[config.mk]
export PLATFORM = sky130hd
export DESIGN_NAME = writeback_flat
export DESIGN_NICKNAME = d
export VERILOG_FILES = /design/src/rtl/writeback_pkg.sv /design/src/rtl/writeback_if.sv /design/src/rtl/writeback_memwb_latch.sv /design/src/rtl/writeback.sv /design/src/flat_wrapper.sv
export SDC_FILE = /design/constraint.sdc
export NUM_CORES = 1
export LEC_CHECK = 0
export CORE_ASPECT_RATIO = 1.5
export CORE_MARGIN = 4
export CORE_UTILIZATION = 39
export DETAILED_ROUTE_END_ITERATION = 8
export PLACE_DENSITY = 0.75
export SKIP_CTS_REPAIR_TIMING = 1
export SYNTH_ARGS = -nofsm -noshare
export SYNTH_HDL_FRONTEND = slang
export SYNTH_SLANG_ARGS = --single-unit
[constraint.sdc]
create_clock -name clk -period 1.98 [get_ports clk]
set_input_delay 0.198 -clock clk [delete_from_list [all_inputs] [get_ports clk]]
set_output_delay 0.198 -clock clk [all_outputs]
set_load 0.01 [all_outputs]
[src/rtl/writeback_pkg.sv]
// Shared types and constants for the write-back stage: widths, link register,
// FSM encodings and the MEM/WB latch record.
package writeback_pkg;

    localparam int DATA_W = 16;
    localparam int REG_W  = 3;
    localparam int CNT_W  = 16;

    localparam logic [REG_W-1:0] LINK_REG = 3'h7;

    typedef enum logic {
        WB_RUN    = 1'b0,
        WB_HALTED = 1'b1
    } wb_state_e;

    typedef struct packed {
        logic              valid;
        logic [DATA_W-1:0] alu_result;
        logic [DATA_W-1:0] read_data;
        logic [DATA_W-1:0] pc_plus2;
        logic [REG_W-1:0]  write_reg;
        logic              RegWrite;
        logic              MemToReg;
        logic              PcToReg;
        logic              Halt;
        logic              err;
    } memwb_t;

endpackage

[src/rtl/writeback_if.sv]
// MEM-stage inputs and register-file write-port outputs of the write-back stage.
// slave = writeback itself, master = the MEM stage / register-file side.
interface writeback_if;
    import writeback_pkg::*;

    logic              mem_valid;
    logic [DATA_W-1:0] mem_alu_result;
    logic [DATA_W-1:0] mem_read_data;
    logic [DATA_W-1:0] mem_pc_plus2;
    logic [REG_W-1:0]  mem_write_reg;
    logic              mem_RegWrite;
    logic              mem_MemToReg;
    logic              mem_PcToReg;
    logic              mem_Halt;
    logic              mem_err;

    logic [DATA_W-1:0] Writeback_data;
    logic [REG_W-1:0]  Writeback_reg;
    logic              RegWrite_cntrl;
    logic              fwd_valid;
    logic              halted;
    logic [CNT_W-1:0]  retired;
    logic              err;

    modport slave (
        input  mem_valid, mem_alu_result, mem_read_data, mem_pc_plus2,
               mem_write_reg, mem_RegWrite, mem_MemToReg, mem_PcToReg,
               mem_Halt, mem_err,
        output Writeback_data, Writeback_reg, RegWrite_cntrl, fwd_valid,
               halted, retired, err
    );

    modport master (
        output mem_valid, mem_alu_result, mem_read_data, mem_pc_plus2,
               mem_write_reg, mem_RegWrite, mem_MemToReg, mem_PcToReg,
               mem_Halt, mem_err,
        input  Writeback_data, Writeback_reg, RegWrite_cntrl, fwd_valid,
               halted, retired, err
    );

endinterface

[src/rtl/writeback_memwb_latch.sv]
// MEM/WB pipeline latch: a plain async-reset register bank, captures every edge.
module memwb_latch #(
    parameter int W = 8
) (
    input  logic         clk,
    input  logic         rst,
    input  logic [W-1:0] i_d,
    output logic [W-1:0] o_q
);

    logic [W-1:0] r_q;

    always_ff @(posedge clk or posedge rst) begin
        if (rst) r_q <= '0;
        else     r_q <= i_d;
    end

    assign o_q = r_q;

endmodule

[src/rtl/writeback.sv]
// Write-back stage: MEM/WB latch, result select, register-file write port,
// halt-commit FSM, sticky error flag and retired-instruction counter.
//
//  state     | meaning
//  ----------+-------------------------------------------------------------
//  WB_RUN    | normal operation: writes, retires and error updates allowed
//  WB_HALTED | HALT committed; latch keeps capturing, everything else frozen
module writeback
    import writeback_pkg::*;
(
    input  logic       clk,
    input  logic       rst,
    writeback_if.slave bus
);

    memwb_t            w_mem;
    logic [$bits(memwb_t)-1:0] w_wb_bits;
    memwb_t            w_wb;
    wb_state_e         r_state;
    wb_state_e         w_state_nxt;
    logic [CNT_W-1:0]  r_retired;
    logic              r_err;
    logic              w_run;
    logic              w_commit;
    logic              w_sel_conflict;

    assign w_mem.valid      = bus.mem_valid;
    assign w_mem.alu_result = bus.mem_alu_result;
    assign w_mem.read_data  = bus.mem_read_data;
    assign w_mem.pc_plus2   = bus.mem_pc_plus2;
    assign w_mem.write_reg  = bus.mem_write_reg;
    assign w_mem.RegWrite   = bus.mem_RegWrite;
    assign w_mem.MemToReg   = bus.mem_MemToReg;
    assign w_mem.PcToReg    = bus.mem_PcToReg;
    assign w_mem.Halt       = bus.mem_Halt;
    assign w_mem.err        = bus.mem_err;

    memwb_latch #(.W($bits(memwb_t))) u_latch (
        .clk (clk),
        .rst (rst),
        .i_d (w_mem),
        .o_q (w_wb_bits)
    );

    assign w_wb = memwb_t'(w_wb_bits);

    assign w_run          = (r_state == WB_RUN);
    assign w_commit       = w_wb.valid & w_run;
    assign w_sel_conflict = w_wb.MemToReg & w_wb.PcToReg;

    always_ff @(posedge clk or posedge rst) begin
        if (rst) r_state <= WB_RUN;
        else     r_state <= w_state_nxt;
    end

    always_comb begin
        w_state_nxt = r_state;
        case (r_state)
            WB_RUN:    if (w_wb.valid & w_wb.Halt) w_state_nxt = WB_HALTED;
            WB_HALTED: w_state_nxt = WB_HALTED;
            default:   w_state_nxt = WB_RUN;
        endcase
    end

    always_ff @(posedge clk or posedge rst) begin
        if (rst) begin
            r_retired <= '0;
            r_err     <= 1'b0;
        end else begin
            if (w_commit)
                r_retired <= r_retired + CNT_W'(1);
            if (w_commit & (w_wb.err | w_sel_conflict))
                r_err <= 1'b1;
        end
    end

    // PcToReg has priority, so a MemToReg/PcToReg conflict still writes the link value.
    assign bus.Writeback_data = w_wb.PcToReg ? w_wb.pc_plus2  :
                                w_wb.MemToReg ? w_wb.read_data : w_wb.alu_result;
    assign bus.Writeback_reg  = w_wb.PcToReg ? LINK_REG : w_wb.write_reg;

    // HALT never writes, even when it carries RegWrite.
    assign bus.RegWrite_cntrl = w_commit & w_wb.RegWrite & ~w_wb.Halt;
    assign bus.fwd_valid      = bus.RegWrite_cntrl;
    assign bus.halted         = (r_state == WB_HALTED);
    assign bus.retired        = r_retired;
    assign bus.err            = r_err;

endmodule
[src/flat_wrapper.sv]
// flat-port wrapper written by rule: the top's interface ports become plain ports
module writeback_flat import writeback_pkg::*;
  (clk, rst, bus_mem_valid, bus_mem_alu_result, bus_mem_read_data, bus_mem_pc_plus2, bus_mem_write_reg, bus_mem_RegWrite, bus_mem_MemToReg, bus_mem_PcToReg, bus_mem_Halt, bus_mem_err, bus_Writeback_data, bus_Writeback_reg, bus_RegWrite_cntrl, bus_fwd_valid, bus_halted, bus_retired, bus_err);
  writeback_if bus_i ();
  input  logic clk;
  input  logic rst;
  input wire logic [$bits(bus_i.mem_valid)-1:0] bus_mem_valid;
  input wire logic [$bits(bus_i.mem_alu_result)-1:0] bus_mem_alu_result;
  input wire logic [$bits(bus_i.mem_read_data)-1:0] bus_mem_read_data;
  input wire logic [$bits(bus_i.mem_pc_plus2)-1:0] bus_mem_pc_plus2;
  input wire logic [$bits(bus_i.mem_write_reg)-1:0] bus_mem_write_reg;
  input wire logic [$bits(bus_i.mem_RegWrite)-1:0] bus_mem_RegWrite;
  input wire logic [$bits(bus_i.mem_MemToReg)-1:0] bus_mem_MemToReg;
  input wire logic [$bits(bus_i.mem_PcToReg)-1:0] bus_mem_PcToReg;
  input wire logic [$bits(bus_i.mem_Halt)-1:0] bus_mem_Halt;
  input wire logic [$bits(bus_i.mem_err)-1:0] bus_mem_err;
  output wire logic [$bits(bus_i.Writeback_data)-1:0] bus_Writeback_data;
  output wire logic [$bits(bus_i.Writeback_reg)-1:0] bus_Writeback_reg;
  output wire logic [$bits(bus_i.RegWrite_cntrl)-1:0] bus_RegWrite_cntrl;
  output wire logic [$bits(bus_i.fwd_valid)-1:0] bus_fwd_valid;
  output wire logic [$bits(bus_i.halted)-1:0] bus_halted;
  output wire logic [$bits(bus_i.retired)-1:0] bus_retired;
  output wire logic [$bits(bus_i.err)-1:0] bus_err;
  assign bus_i.mem_valid = bus_mem_valid;
  assign bus_i.mem_alu_result = bus_mem_alu_result;
  assign bus_i.mem_read_data = bus_mem_read_data;
  assign bus_i.mem_pc_plus2 = bus_mem_pc_plus2;
  assign bus_i.mem_write_reg = bus_mem_write_reg;
  assign bus_i.mem_RegWrite = bus_mem_RegWrite;
  assign bus_i.mem_MemToReg = bus_mem_MemToReg;
  assign bus_i.mem_PcToReg = bus_mem_PcToReg;
  assign bus_i.mem_Halt = bus_mem_Halt;
  assign bus_i.mem_err = bus_mem_err;
  assign bus_Writeback_data = bus_i.Writeback_data;
  assign bus_Writeback_reg = bus_i.Writeback_reg;
  assign bus_RegWrite_cntrl = bus_i.RegWrite_cntrl;
  assign bus_fwd_valid = bus_i.fwd_valid;
  assign bus_halted = bus_i.halted;
  assign bus_retired = bus_i.retired;
  assign bus_err = bus_i.err;
  writeback u_core (.clk(clk), .rst(rst), .bus(bus_i));
endmodule
Word-level counts from Yosys, hierarchy flattened

Cells that the tools add are included.
W data, S select, Z words.

Register bits after elaboration: 75
Bits of input ports: 59
Output and inout port bits: 39
Logic and storage cells: 19

Add/sub/neg operators: 1
Multiplexer cells: 5
Bitwise operators: 9

Operator list:

| cell                    | number |
|---|---|
| $mux W16                | 2 |
| $add A16 B1 Y16 const B | 1 |
| $and A1 B1 Y1           | 6 |
| $mux W3                 | 1 |
| $not A1 Y1              | 2 |
| $pmux W1 S2             | 1 |
| $mux W1                 | 1 |
| $or A1 B1 Y1            | 1 |

Logic depth before layout (Yosys ltp)

Depth in word-level cells: 4
Gate-level depth with buffers: 5
Gate-level depth less buffers: 5

Hierarchy

A second synthesis with hierarchy kept.

Cell total of the unflattened synthesis: 183
Area total of the unflattened synthesis: 2612.5 um^2

By module, submodules not included:

| module      | times used | cells an instance | area each (um^2) | sequential area each (um^2) |
|---|---|---|---|---|
| memwb_latch | 1          | 58                | 1430.1           | 1426.4 |
| writeback   | 1          | 125               | 1182.4           | 450.4 |

Worst setup path before layout

Ideal clock, no wire load.

Kind: register to output
Start: register u_core.r_state, in the netlist u_core.bus.halted
End: output bus_fwd_valid
Arrival: 1214 ps
Path slack: 568 ps
Stages on the path, launching flop included: 4
Buffers on the path: 1
Cell sequence: dfrtp_1 > nand2b_1 > nor3b_1 > buf_4

Cells in the longest elaborated chain, start to end: 4

RTL lines:

| element                     | RTL line           | source |
|---|---|---|
| from (decl)                 | writeback.sv:19    | `wb_state_e r_state;` |
| from (signal assigned)      | writeback.sv:53    | `else r_state <= w_state_nxt;` |
| $not A1 Y1                  | writeback.sv:47    | `assign w_run = (r_state == WB_RUN);` |
| $and A1 B1 Y1               | writeback.sv:48    | `assign w_commit = w_wb.valid & w_run;` |
| $and A1 B1 Y1 (2 in series) | writeback.sv:83    | `assign bus.RegWrite_cntrl = w_commit & w_wb.RegWrite & ~w_wb.Halt;` |
| to (decl)                   | flat_wrapper.sv:20 | `output wire logic [$bits(bus_i.fwd_valid)-1:0] bus_fwd_valid;` |

Every way passes these cells.

Final worst setup path

Start: register u_core.u_latch.r_q[2], in the netlist u_core.u_latch.o_q[2]
End: output bus_Writeback_reg[2]

Cells in the longest elaborated chain, start to end: 1

RTL lines:

| element                | RTL line                    | source |
|---|---|---|
| from (decl)            | writeback_memwb_latch.sv:11 | `logic [W-1:0] r_q;` |
| from (signal assigned) | writeback_memwb_latch.sv:15 | `else r_q <= i_d;` |
| $mux W3                | writeback.sv:80             | `assign bus.Writeback_reg = w_wb.PcToReg ? LINK_REG : w_wb.write_reg;` |
| to (decl)              | flat_wrapper.sv:18          | `output wire logic [$bits(bus_i.Writeback_reg)-1:0] bus_Writeback_reg;` |

Every way passes these cells.

==> results.md <==
* Final Util at 60.4%
* Placement Setup Slack at 0.259 ns
* Placed wire-length estimate at 3960 um
* Sw frac at 23.5%
* Startpoint Class: register
* Die Span Y at 108 um
* RSZ-0062 raised after global routing: no
* Routability cong. at 0.703
* Slew at the pin closest to its max-slew limit at 0.585 ns
* Internal power at 0.00236 W
* Hold WC Path Type: in -> async
* Cell area power density at 788 nW/um^2
* Worst EP arrival at 1.70 ns
* Clk sinks at 75
* Comb power frac at 13.5%
* Maxcap violations at 0
* Yosys reg bits at 75
* Finish-stage setup viols at 0
* Max Fclk at 527 MHz
* Vias in the first global route at 1,786
* I/O pins at 98
* Antenna-violating nets left at 0
* Psw at 0.000725 W
* Drt pass-1 iters at 4
* Max FO, Critical Path at 7
* Post-route clock period utilization at 95.8%
* Fin crit period at 1.90 ns
* Clock Latency Late Sink at 0.34 ns
* Worst path max stage delay at 0.48 ns
* Pwr Total at 0.00309 W
* Full die area at 8040 sq um
* CTS tree: built
* Root Driver: clkbuf_8
* Fill count at 536
* Max Buffers Root-to-Sink at 2
* Final global-route overflow total at 0
* Final net count at 348
* Clk pin slew, worst setup/hold paths at 0.07 ns
* Sequential share of the synthesized area at 72.5%
* Headroom to the max-slew limit at 60.9%
* CP Launch Point: u_core.u_latch.o_q[2]
* CP endpoint kind: primary output
* Antenna violations before repair at 0
* First-pass GRT wire length at 8660 um
* Max VDD drop at 0.000587 V
* Skew final at 0.00394 ns
* GRT Util Overall at 14.9%
* Warnings from Yosys at 0
* DRC errors left at 0
* Synth-to-Final Area Change at 51.3%
* Part of the power in registers at 54.4%
* R2R depth at 4
* Via count at 1,684
* Mapped cell area at 2590 sq um
* CP Class: reg -> out
* Slowest-stage cell, CP: clkdlybuf4s50_1
* Clk pwr share at 32.1%
* DR vias/cell at 4.58
* H-Tree Depth at 3
* Port bufs at 97
* Fin. Hold Viols at 0
* Status: complete, no violations
* Diode count at 0
* P_leak at 1.88 nW
* Final wirelength at 5480 um
* Fraction of layout cells with a size suffix above 1 at 11.0%
* Mapped Cells at 182
* # rows at 36
* Setup TNS at 0 ns
* Die width at 74.5 um
* Net count of the mapped netlist at 242
* Reg-to-reg startpoint: u_core.bus.halted
* Initial core utilization at 39.9%
* Mean Syn Cell Area at 14.2 sq um
* Num CTS Buffers at 9
* CP Data Required Time at 1.78 ns
* Cell Chain, Critical Path: buf_4 -> or2_2 -> clkdlybuf4s50_1
* Slew Viols, Final at 0
* Largest net degree at the start of global routing at 31
* Register Area at 1880 sq um
* Drt wl/cell at 14.9 um
* Area occupied by multi-input gates at 674 sq um
* Core area at 6490 sq um
* Initial DRC Count at 67
* Unique masters post-synth at 30
* Final WS setup at 0.0840 ns
-- logic make-up after synthesis --
family | count (synthesis) | synth area share [%]
AOI/OAI and AO/OA | 19 | 3.86
xor gates and xnor gates | 15 | 5.36
adders and majority gates | 1 | 0.483
buffers and inverters | 10 | 1.79
DFF | 75 | 72.5
muxes | 17 | 6.62
and+or+nand+nor | 45 | 9.42
-- cells in the mapped netlist, drive strengths merged --
library cell | n | area [sq um]
and2 | 1 | 6.26
and3 | 1 | 11.3
nor3b | 1 | 7.51
ha | 1 | 12.5
o21ai | 16 | 80.1
mux2i | 16 | 160
xnor2 | 10 | 87.6
a21o | 1 | 7.51
xor2 | 5 | 51.3
nand4b | 1 | 8.76
mux2 | 1 | 11.3
clkbuf | 4 | 15.0
o21bai | 1 | 7.51
inv | 3 | 11.3
nor2 | 7 | 36.3
nand2 | 20 | 75.1
or2 | 3 | 18.8
buf | 3 | 20.0
nand3b | 1 | 11.3
nand2b | 1 | 6.26
a21oi | 1 | 5.00
nand4 | 2 | 27.5
nand3 | 6 | 30.0
dfrtp | 75 | 1880
nor3 | 1 | 5.00
-- cell usage in the layout, fill, tap and decap left out, types with 2 or more instances in the layout --
cell and n:
buf_12 3, clkbuf_1 2, clkbuf_8 10, clkdlybuf4s50_1 80, clkinv_2 3, dfrtp_1 74
dlymetal6s2s_1 17, inv_1 2, mux2i_1 16, nand2_1 20, nand3_1 6, nor2_1 5
o21ai_0 15, or2_2 3, xnor2_1 10, xor2_1 4
-- power groups by stage --
| stage | clock network, W | logic, W | registers [W] |
|---|---|---|---|
| after floorplan | 0 | 0.000137 | 0.00171 |
| after global placement | 0 | 0.000416 | 0.00171 |
| after detailed placement | 0 | 0.000424 | 0.00171 |
| after CTS | 0.00103 | 0.000427 | 0.00168 |
| after global routing | 0.00108 | 0.000458 | 0.00169 |
| final | 0.000991 | 0.000416 | 0.00168 |
-- state kept, by name (all words and copies together), names as in the netlist --
register            flops
u_core.bus.err          1
u_core.bus.halted       1
u_core.bus.retired     16
u_core.u_latch.o_q     57
-- layout make-up --
cell class                 instances  share of cell area, %
sequential                        75                   47.9
timing repair buffer             102                   28.0
multi-input combinational         97                   17.2
clock buffer                      12                   3.70
tap                               76                   2.43
clock inverter                     3                  0.383
inverter                           3                  0.383
-- per-layer routing --
layer	up-vias	GRT usage, %	share of wire [%]
met5	-	0	0
met4	0	9.16	3.1
met3	11	4.58	8.2
met2	56	22.8	50
met1	808	17.9	38
li1	809	-	-
-- worst paths after layout --
check                                    endpoint  slack (ns)
max                          bus_Writeback_reg[2]        0.08
min                         u_core.bus.retired[3]        0.26
max reg2reg                u_core.bus.retired[15]        0.63
min reg2reg                u_core.bus.retired[15]        0.48
max in group asynchronous  u_core.u_latch.o_q[20]        1.19
min in group clk           u_core.u_latch.o_q[56]        0.29
-- through the flow --
stage,instances,instance area (sq um),hold slack [ns]
3_3_place_gp,352,3690,0.463
5_1_grt,368,3920,0.267
6_report,368,3920,0.262
4_1_cts,367,3850,0.267
3_5_place_dp,352,3690,0.469
2_1_floorplan,182,2590,0.229
-- critical path: cells and delay by family (launching register included) --
kind | cells | cell delay (ns)
buffers and inverters | 2 | 0.64
DFF | 1 | 0.43
and+or+nand+nor | 1 | 0.29
Power figures use the tool's default switching activity.
